`src/rtl/risci_scoreboard.sv`:
```
// Register scoreboard: per-register saturating pending-write counters that gate issue on RAW hazards.
// Issue decision is combinational, and the counters update on the next edge. Issue stalls on a hazard, on a full counter, on flush or during reset.
module risci_scoreboard #(
  parameter int XWDT      = 6,
  parameter int NSRC      = 2,
  parameter int CNTW      = 2,
  parameter int R0_ZERO   = 1,
  parameter int WB_BYPASS = 1
) (
  input  logic                   clk,
  input  logic                   rst,
  input  logic                   iss_valid,
  output logic                   iss_ready,
  input  logic [NSRC*XWDT-1:0]   iss_rs,
  input  logic [NSRC-1:0]        iss_rs_used,
  input  logic [XWDT-1:0]        iss_rd,
  input  logic                   iss_rd_used,
  input  logic                   wb_valid,
  input  logic [XWDT-1:0]        wb_rd,
  input  logic                   flush,
  output logic [2**XWDT-1:0]     busy,
  output logic [XWDT+CNTW-1:0]   outstanding,
  output logic                   err
);

  localparam int NREG = 2**XWDT;
  localparam int OW   = XWDT + CNTW;
  localparam logic [CNTW-1:0] CMAX = '1;

  logic [CNTW-1:0] count [NREG];
  logic [OW-1:0]   outst;
  logic            err_q;

  logic [XWDT-1:0] rs_idx [NSRC];
  logic [NSRC-1:0] hz;
  logic            rd_track;
  logic            full;
  logic            fire;
  logic            inc_en;
  logic            wb_bad;
  logic            dec_en;

  always_comb begin
    for (int k = 0; k < NSRC; k++) begin
      rs_idx[k] = iss_rs[k*XWDT +: XWDT];
      hz[k]     = iss_rs_used[k] && (count[rs_idx[k]] != '0);
      if ((R0_ZERO != 0) && (rs_idx[k] == '0))
        hz[k] = 1'b0;
      // A retiring writeback that drains the last pending write releases the operand this cycle.
      if ((WB_BYPASS != 0) && wb_valid && (wb_rd == rs_idx[k]) && (count[rs_idx[k]] == CNTW'(1)))
        hz[k] = 1'b0;
    end
  end

  assign rd_track  = iss_rd_used && !((R0_ZERO != 0) && (iss_rd == '0));
  assign full      = rd_track && (count[iss_rd] == CMAX);
  assign iss_ready = rst && !flush && !(|hz) && !full;
  assign fire      = iss_valid && iss_ready;
  assign inc_en    = fire && rd_track;

  assign wb_bad = wb_valid && (((R0_ZERO != 0) && (wb_rd == '0)) || (count[wb_rd] == '0));
  assign dec_en = wb_valid && !wb_bad;

  always_ff @(posedge clk) begin
    if (!rst) begin
      for (int r = 0; r < NREG; r++) count[r] <= '0;
      outst <= '0;
      err_q <= 1'b0;
    end else if (flush) begin
      for (int r = 0; r < NREG; r++) count[r] <= '0;
      outst <= '0;
    end else begin
      for (int r = 0; r < NREG; r++) begin
        if (inc_en && (iss_rd == XWDT'(r)) && !(dec_en && (wb_rd == XWDT'(r))))
          count[r] <= count[r] + CNTW'(1);
        else if (dec_en && (wb_rd == XWDT'(r)) && !(inc_en && (iss_rd == XWDT'(r))))
          count[r] <= count[r] - CNTW'(1);
      end
      if (inc_en && !dec_en)
        outst <= outst + OW'(1);
      else if (dec_en && !inc_en)
        outst <= outst - OW'(1);
      if (wb_bad)
        err_q <= 1'b1;
    end
  end

  always_comb begin
    for (int r = 0; r < NREG; r++) busy[r] = (count[r] != '0);
  end

  assign outstanding = outst;
  assign err         = err_q;

endmodule

```
`config.mk`:
```
export PLATFORM = sky130hd
export DESIGN_NAME = risci_scoreboard
export DESIGN_NICKNAME = d
export VERILOG_FILES = /design/src/rtl/risci_scoreboard.sv
export SDC_FILE = /design/constraint.sdc
export NUM_CORES = 1
export LEC_CHECK = 0
export ABC_AREA = 1
export CAP_MARGIN = 20
export CORE_UTILIZATION = 25
export CTS_BUF_LIST = sky130_fd_sc_hd__clkbuf_4
export DETAILED_ROUTE_END_ITERATION = 8
export PLACE_DENSITY_LB_ADDON = 0.1
export RECOVER_POWER = 100
export SETUP_SLACK_MARGIN = 0.5
export SKIP_CTS_REPAIR_TIMING = 1
export SLEW_MARGIN = 30
export SYNTH_ARGS = -nofsm -noshare
export SYNTH_HDL_FRONTEND = slang
export SYNTH_SLANG_ARGS = --single-unit
```
`constraint.sdc`:
```
create_clock -name clk -period 5.5 [get_ports clk]
set_input_delay 0.825 -clock clk [delete_from_list [all_inputs] [get_ports clk]]
set_output_delay 0.825 -clock clk [all_outputs]
set_load 0.02 [all_outputs]
```
# Yosys cells after proc, flatten, opt, wreduce, memory -nomap -nowiden
# Memories as Yosys holds them, arrays and structs flattened.
# Cells that the tools add are included.
op_classes:
  addsub: 130
  mul: 0
  div_mod_pow: 0
  order_cmp: 0
  n_eq_ne: 131
  shifts: 0
  muxes: 778
  bitwise: 194
  reduce_logical: 484
ops:
  columns: ["op", "count"]
  rows:
  - ["$mux W1", 584]
  - ["$eq A6 B6 Y1 const B", 64]
  - ["$mux W2", 192]
  - ["$logic_and A1 B1 Y1", 273]
  - ["$eq A6 B5 Y1 const B", 32]
  - ["$or A1 B1 Y1", 192]
  - ["$logic_not A1 Y1", 135]
  - ["$reduce_bool A2 Y1", 67]
  - ["$add A2 B1 Y2 const B", 64]
  - ["$sub A2 B1 Y2 const B", 64]
  - ["$eq A6 B4 Y1 const B", 16]
  - ["$eq A6 B3 Y1 const B", 8]
  - ["$eq A6 B2 Y1 const B", 4]
  - ["$logic_not A6 Y1", 4]
  - ["$mux W8", 2]
  - ["$eq A6 B1 Y1 const B", 2]
  - ["$eq A6 B6 Y1", 2]
  - ["$add A8 B1 Y8 const B", 1]
  - ["$sub A8 B1 Y8 const B", 1]
  - ["$eq A2 B1 Y1 const B", 2]
  - ["$reduce_or A2 Y1", 2]
  - ["$eq A2 B2 Y1 const B", 1]
  - ["$logic_not A2 Y1", 1]
  - ["$not A1 Y1", 2]
  - ["2 further kinds", 2]
totals:
  register_bits: 9
  latchBits: 0
  ram_bits: 128
  mem_bits_ro: 0
  n_memories: 1
memory_table:
  columns: ["name", "depth", "width", "read_ports", "rd_ports_with_merged_regs", "write_ports", "line", "rtl"]
  rows:
  - ["count", 64, 2, 68, 0, 64, "30", "logic [CNTW-1:0] count [NREG];"]

# Depth between registers and ports, before layout
# An unclocked memory read counts as a cell.
depth:
  word_depth: 20
  mapped_depth: 31
  ltp_nobuf: 28

# Least setup slack after synthesis
# OpenSTA, ideal clock, no wires.
synth_timing:
  path_kind: "in2reg"
  startpoint: "in iss_rs[0]"
  endpoint: "reg outst[7] (netlist: outstanding[7])"
  setup_time_ns: 0.119
  t_arrival_ns: 4.272
  t_required_ns: 5.381
  setup_slack_ns: 1.108
  cell_stages: 27
  cell_sequence: "buf_4 -> buf_6 -> buf_2 -> a21oi_1 -> o21ai_0 -> nand3_1 -> nand2_1 -> o21ai_1 -> nand2_1 -> nand3_1 -> a21oi_2 -> nor3_4 -> buf_6 -> ha_1 -> inv_1 -> ha_1 -> a21oi_1 -> nand2_1 -> a21oi_1 -> inv_1 -> a21oi_1 -> o21ai_0 -> a21oi_1 -> o21ai_0 -> a21o_1 -> o21ai_0 -> a21oi_1"
synth_via:
  elab_chain_cells: 14
  word_cells_on_any_way: 21
  classes_between: "eq/ne: 2; mux: 3; reduce/logical: 15; memory: 1"
synth_rtl:
  columns: ["item", "line", "rtl"]
  rows:
  - ["start: declaration", "14", "input logic [NSRC*XWDT-1:0] iss_rs,"]
  - ["$mem_v2 Z64 W2", null, null]
  - ["$reduce_bool A2 Y1", "46", "hz[k] = iss_rs_used[k] && (count[rs_idx[k]] != '0);"]
  - ["$logic_and A1 B1 Y1", "46", null]
  - ["$mux W1", "47", "if ((R0_ZERO != 0) && (rs_idx[k] == '0))"]
  - ["$mux W1 *", "50", "if ((WB_BYPASS != 0) && wb_valid && (wb_rd == rs_idx[k]) && (count[rs_idx[k]] == CNTW'(1)))"]
  - ["$reduce_or A2 Y1 *", "57", "assign iss_ready = rst && !flush && !(|hz) && !full;"]
  - ["$logic_not A1 Y1 *", "57", null]
  - ["$logic_and A1 B1 Y1 * (2 in a row)", "57", null]
  - ["$logic_and A1 B1 Y1 *", "58", "assign fire = iss_valid && iss_ready;"]
  - ["$logic_and A1 B1 Y1 *", "59", "assign inc_en = fire && rd_track;"]
  - ["$logic_not A1 Y1", "81", "else if (dec_en && !inc_en)"]
  - ["$logic_and A1 B1 Y1", "81", null]
  - ["$reduce_bool A2 Y1 (no line)", null, null]
  - ["end signal: assignment", "80", "outst <= outst + OW'(1);"]
  - ["end signal: assignment", "82", "outst <= outst - OW'(1);"]
  - ["end: declaration", "31", "logic [OW-1:0] outst;"]
# Mark *: on every way between the ends. The rest lies on a longest branch, timed or not.
# A chain may end at the register's enable or synchronous reset.

# Worst setup path after layout
layout_timing:
  startpoint: "in wb_rd[4]"
  endpoint: "out iss_ready"
layout_via:
  elab_chain_cells: 8
  word_cells_on_any_way: 12
  classes_between: "eq/ne: 2; mux: 2; reduce/logical: 8"
layout_rtl:
  columns: ["item", "line", "rtl"]
  rows:
  - ["start: declaration", "19", "input logic [XWDT-1:0] wb_rd,"]
  - ["$eq A6 B6 Y1", "50", null]
  - ["$logic_and A1 B1 Y1 (2 in a row)", "50", null]
  - ["$mux W1", "50", null]
  - ["$reduce_or A2 Y1 *", "57", null]
  - ["$logic_not A1 Y1 *", "57", null]
  - ["$logic_and A1 B1 Y1 * (2 in a row)", "57", null]
  - ["end: declaration", "13", "output logic iss_ready,"]
# Marks and branches as above.

==> summary.txt <==
GRT
  • Total grt overflow: 0
  • Antenna violations before repair: 3
  • Vias in the first global route: 17000
  • Total Routing Usage GR: 26.8%
  • First-pass GRT wire length: roughly 120000 um
  • Largest net degree at the start of global routing: around 110

Outcome
  • Status: finished, violations left
  • Violated checks: capacitance limit, slew limit

Critical path
  • Worst-path cell chain: clkdlybuf4s50_1, inv_1, nand2_1, nand2_1, inv_1, nand2_1, nor2_1, nand2_1, nand3_1, nand3_1, nand3_1, nand2_1, nand2_1, nand3_2, nor2_1, clkdlybuf4s50_1
  • Reg2reg start: count[45][0]
  • Critical Path RT: roughly 4.7 ns
  • CP Buf/Inv Count: 4
  • Critical path depth: 16
  • Critical path endpoint category: output pin
  • Worst EP arrival: a little over 4 ns
  • Max stage delay on crit path: roughly 0.74 ns
  • Largest delay share family, worst path: buffers and inverters
  • CP most frequent cell: nand2_1
  • Critical path fanouts, max: 7
  • CP Launch Point: wb_rd[4]
  • Startpoint Class: input port
  • Critical path class: input port to output pin
  • R2R cell count: 23
  • Slowest CP cell: clkdlybuf4s50_1

CTS
  • Clk_lat worst skew: between 0.7 and 0.8 ns
  • CTS tree: built
  • Cts bufs inserted: 17
  • Max clock buf depth: 2
  • Clk root buf: clkbuf_4
  • Clock slew at reported path FFs: 0.13 ns
  • TritonCTS Sinks: 137
  • Clock H-tree levels: 4

Drt
  • # DRC: 0
  • Vias per cell: approximately 5.2
  • WL/cell: between 20 and 25 um
  • Routed WL: 83700 um
  • DRT iter0 DRCs: 2002
  • Remaining antenna violation count: 0
  • Via count: between 15000 and 20000
  • DRT Pass-1 Iters: 5

Layout
  • Layout area overhead: 15.3%
  • Finished Core Util: 29.1%
  • Share of cells above drive strength 1: under 10%
  • Nets: ~2800
  • Final Non-Filler Cells: ~3500
  • # fillers: approximately 6900

Synth
  • Netlist cell types: 38
  • List of most frequent post-synthesis cells: nand2_1, inv_1, nand3_1, nor2_1, o21ai_0
  • Synth Register Bits: 137
  • Cells after Synth: between 2000 and 3000
  • Synth area leader: edfxtp_1
  • Post-Syn Area: about 0.015 mm2
  • Most common flop cell mapped by yosys: edfxtp_1
  • Synth async-reset ratio: 0%
  • Synthesized area per cell: slightly below 6 um2
  • Post-synth EDFFs: around 130
  • Post-synthesis sequential area ratio: roughly a quarter
  • Yosys warning count: 0
  • Top cells by area, synth: edfxtp_1, nand2_1, nand3_1
  • Most frequent cell after synthesis: nand2_1
  • Synth top area share: approximately 25%

Pwr
  • Reg power frac: 41.5%
  • Pwr Density: approximately 170 mW/mm2
  • Maximum vdd drop: roughly 0.00013 V
  • Clock Power Share: between 20 and 30%
  • Switching Fraction: roughly 43%
  • Pint: between 1.5 and 2 mW
  • Net switching power: 1.31 mW
  • Comb pwr share: approximately a third
  • Leakage: 8.10 nW

Die
  • Rows: 90
  • I/O pin cnt: between 100 and 150
  • Die width: 249 um
  • Initial Util: between 20% and 30%
  • Core Region: between 0.06 and 0.07 mm2
  • Die Y: about 250 um
  • Area of the die: approximately 0.062 mm2

STA
  • Max transition margin: -77.7%
  • Slew Limit Fails: 46
  • Fmax: 0.203 GHz
  • Final Cycle Share: 89.4%
  • RSZ-0062 raised after global routing: false
  • Final Critical Period: between 4 and 5 ns
  • Worst Skew: between 0.03 and 0.04 ns
  • # setup viols final: 0
  • Sum Neg Setup Slack: 0 ns
  • Slew @ Worst Pin: 2.67 ns
  • Final hold vios: 0
  • Fin worst setup slack: a little under 0.6 ns

Min path
  • Hold path start: outstanding[7]
  • Hold Path Depth: 2
  • Hold crit path type: register to register

Placed design
  • Pre-CTS setup slack: between 0.3 and 0.4 ns
  • I/O Buffers: around 110
  • Post-detail-place hpwl: around 63000 um
  • Inst Count DP: between 3000 and 4000
  • Placer Congestion: roughly 1

Flow run
  • Max_cap viols: 1
per-stage QoR:
step	power [mW]	hold slack (ns)	instance area, um2
2_1_floorplan	1.81	0.538	15300
3_3_place_gp	2.30	0.490	17300
3_5_place_dp	2.29	0.482	17300
4_1_cts	3.10	0.508	17600
5_1_grt	3.20	0.535	17600
6_report	3.06	0.493	17600
cell families (layout without fill, tap and decap cells):
| kind of cell | after synthesis | count (layout) | synth area share, % |
|---|---|---|---|
| simple gates | 1664 | 1664 | 46.6 |
| flops | 137 | 137 | 26.4 |
| compound gates | 291 | 291 | 9.67 |
| buf+inv | 477 | 572 | 13.4 |
| xor+xnor | 7 | 7 | 0.402 |
| mux | 1 | 1 | 0.0656 |
| fa+ha+maj | 42 | 42 | 3.49 |
| other cells | 1 | 9 | 0.0246 |
tightest hold or removal path, delay by kind of cell (launching register included):
kind	cells	cell delay, ns
AOI/OAI and AO/OA	1	0.05
buffers and inverters	1	0.06
DFF	1	0.34
layout make-up:
cell class                      instances  area [um2]  area share, %
Timing Repair Buffer                  192        1790           10.2
Inverter                              348        1310           7.43
Clock buffer                           17         128          0.726
Clock inverter                         15         165          0.939
Multi-Input combinational cell       2007        9180           52.2
Sequential cell                       137        4020           22.9
Antenna cell                            7        17.5         0.0996
Tap cell                              782         978           5.56
state kept, by name (all words and copies together) (netlist names):
name         cells
outstanding      8
count          128
err              1
cell usage in the layout, fill, tap and decap left out, drive strengths merged, types with 17 or more instances in the layout:
cell	count
a21oi	99
buf	86
clkbuf	21
clkdlybuf4s50	27
clkinv	17
dlygate4sd3	75
edfxtp	128
ha	41
inv	339
nand2	928
nand3	308
nand4	91
nor2	274
nor3	38
o21ai	187
per-layer routing:
metal / part of all wire [%] / GRT usage, % / up-vias
met5: 0 / 0 / -
met3: 7.5 / 4.45 / 100
met1: 46 / 38.1 / 8761
li1: - / - / 8626
met4: 2.5 / 8.31 / 0
met2: 44 / 41.0 / 804
power groups by stage:
stage	registers [mW]	clock network, mW	logic (mW)
after floorplan	1.25	0	0.558
after global placement	1.29	0	1.00
after detailed placement	1.29	0	1.00
after CTS	1.27	0.831	1.00
after global routing	1.28	0.857	1.07
final	1.27	0.792	0.996
worst paths after layout:
path | to | slack [ns]
worst max-delay path | iss_ready | 0.58
worst max register to register | outstanding[7] | 1.31
worst min register to register | outstanding[7] | 0.49
worst min-delay path | outstanding[7] | 0.49
No activity file was read; power rests on OpenSTA's default activity.
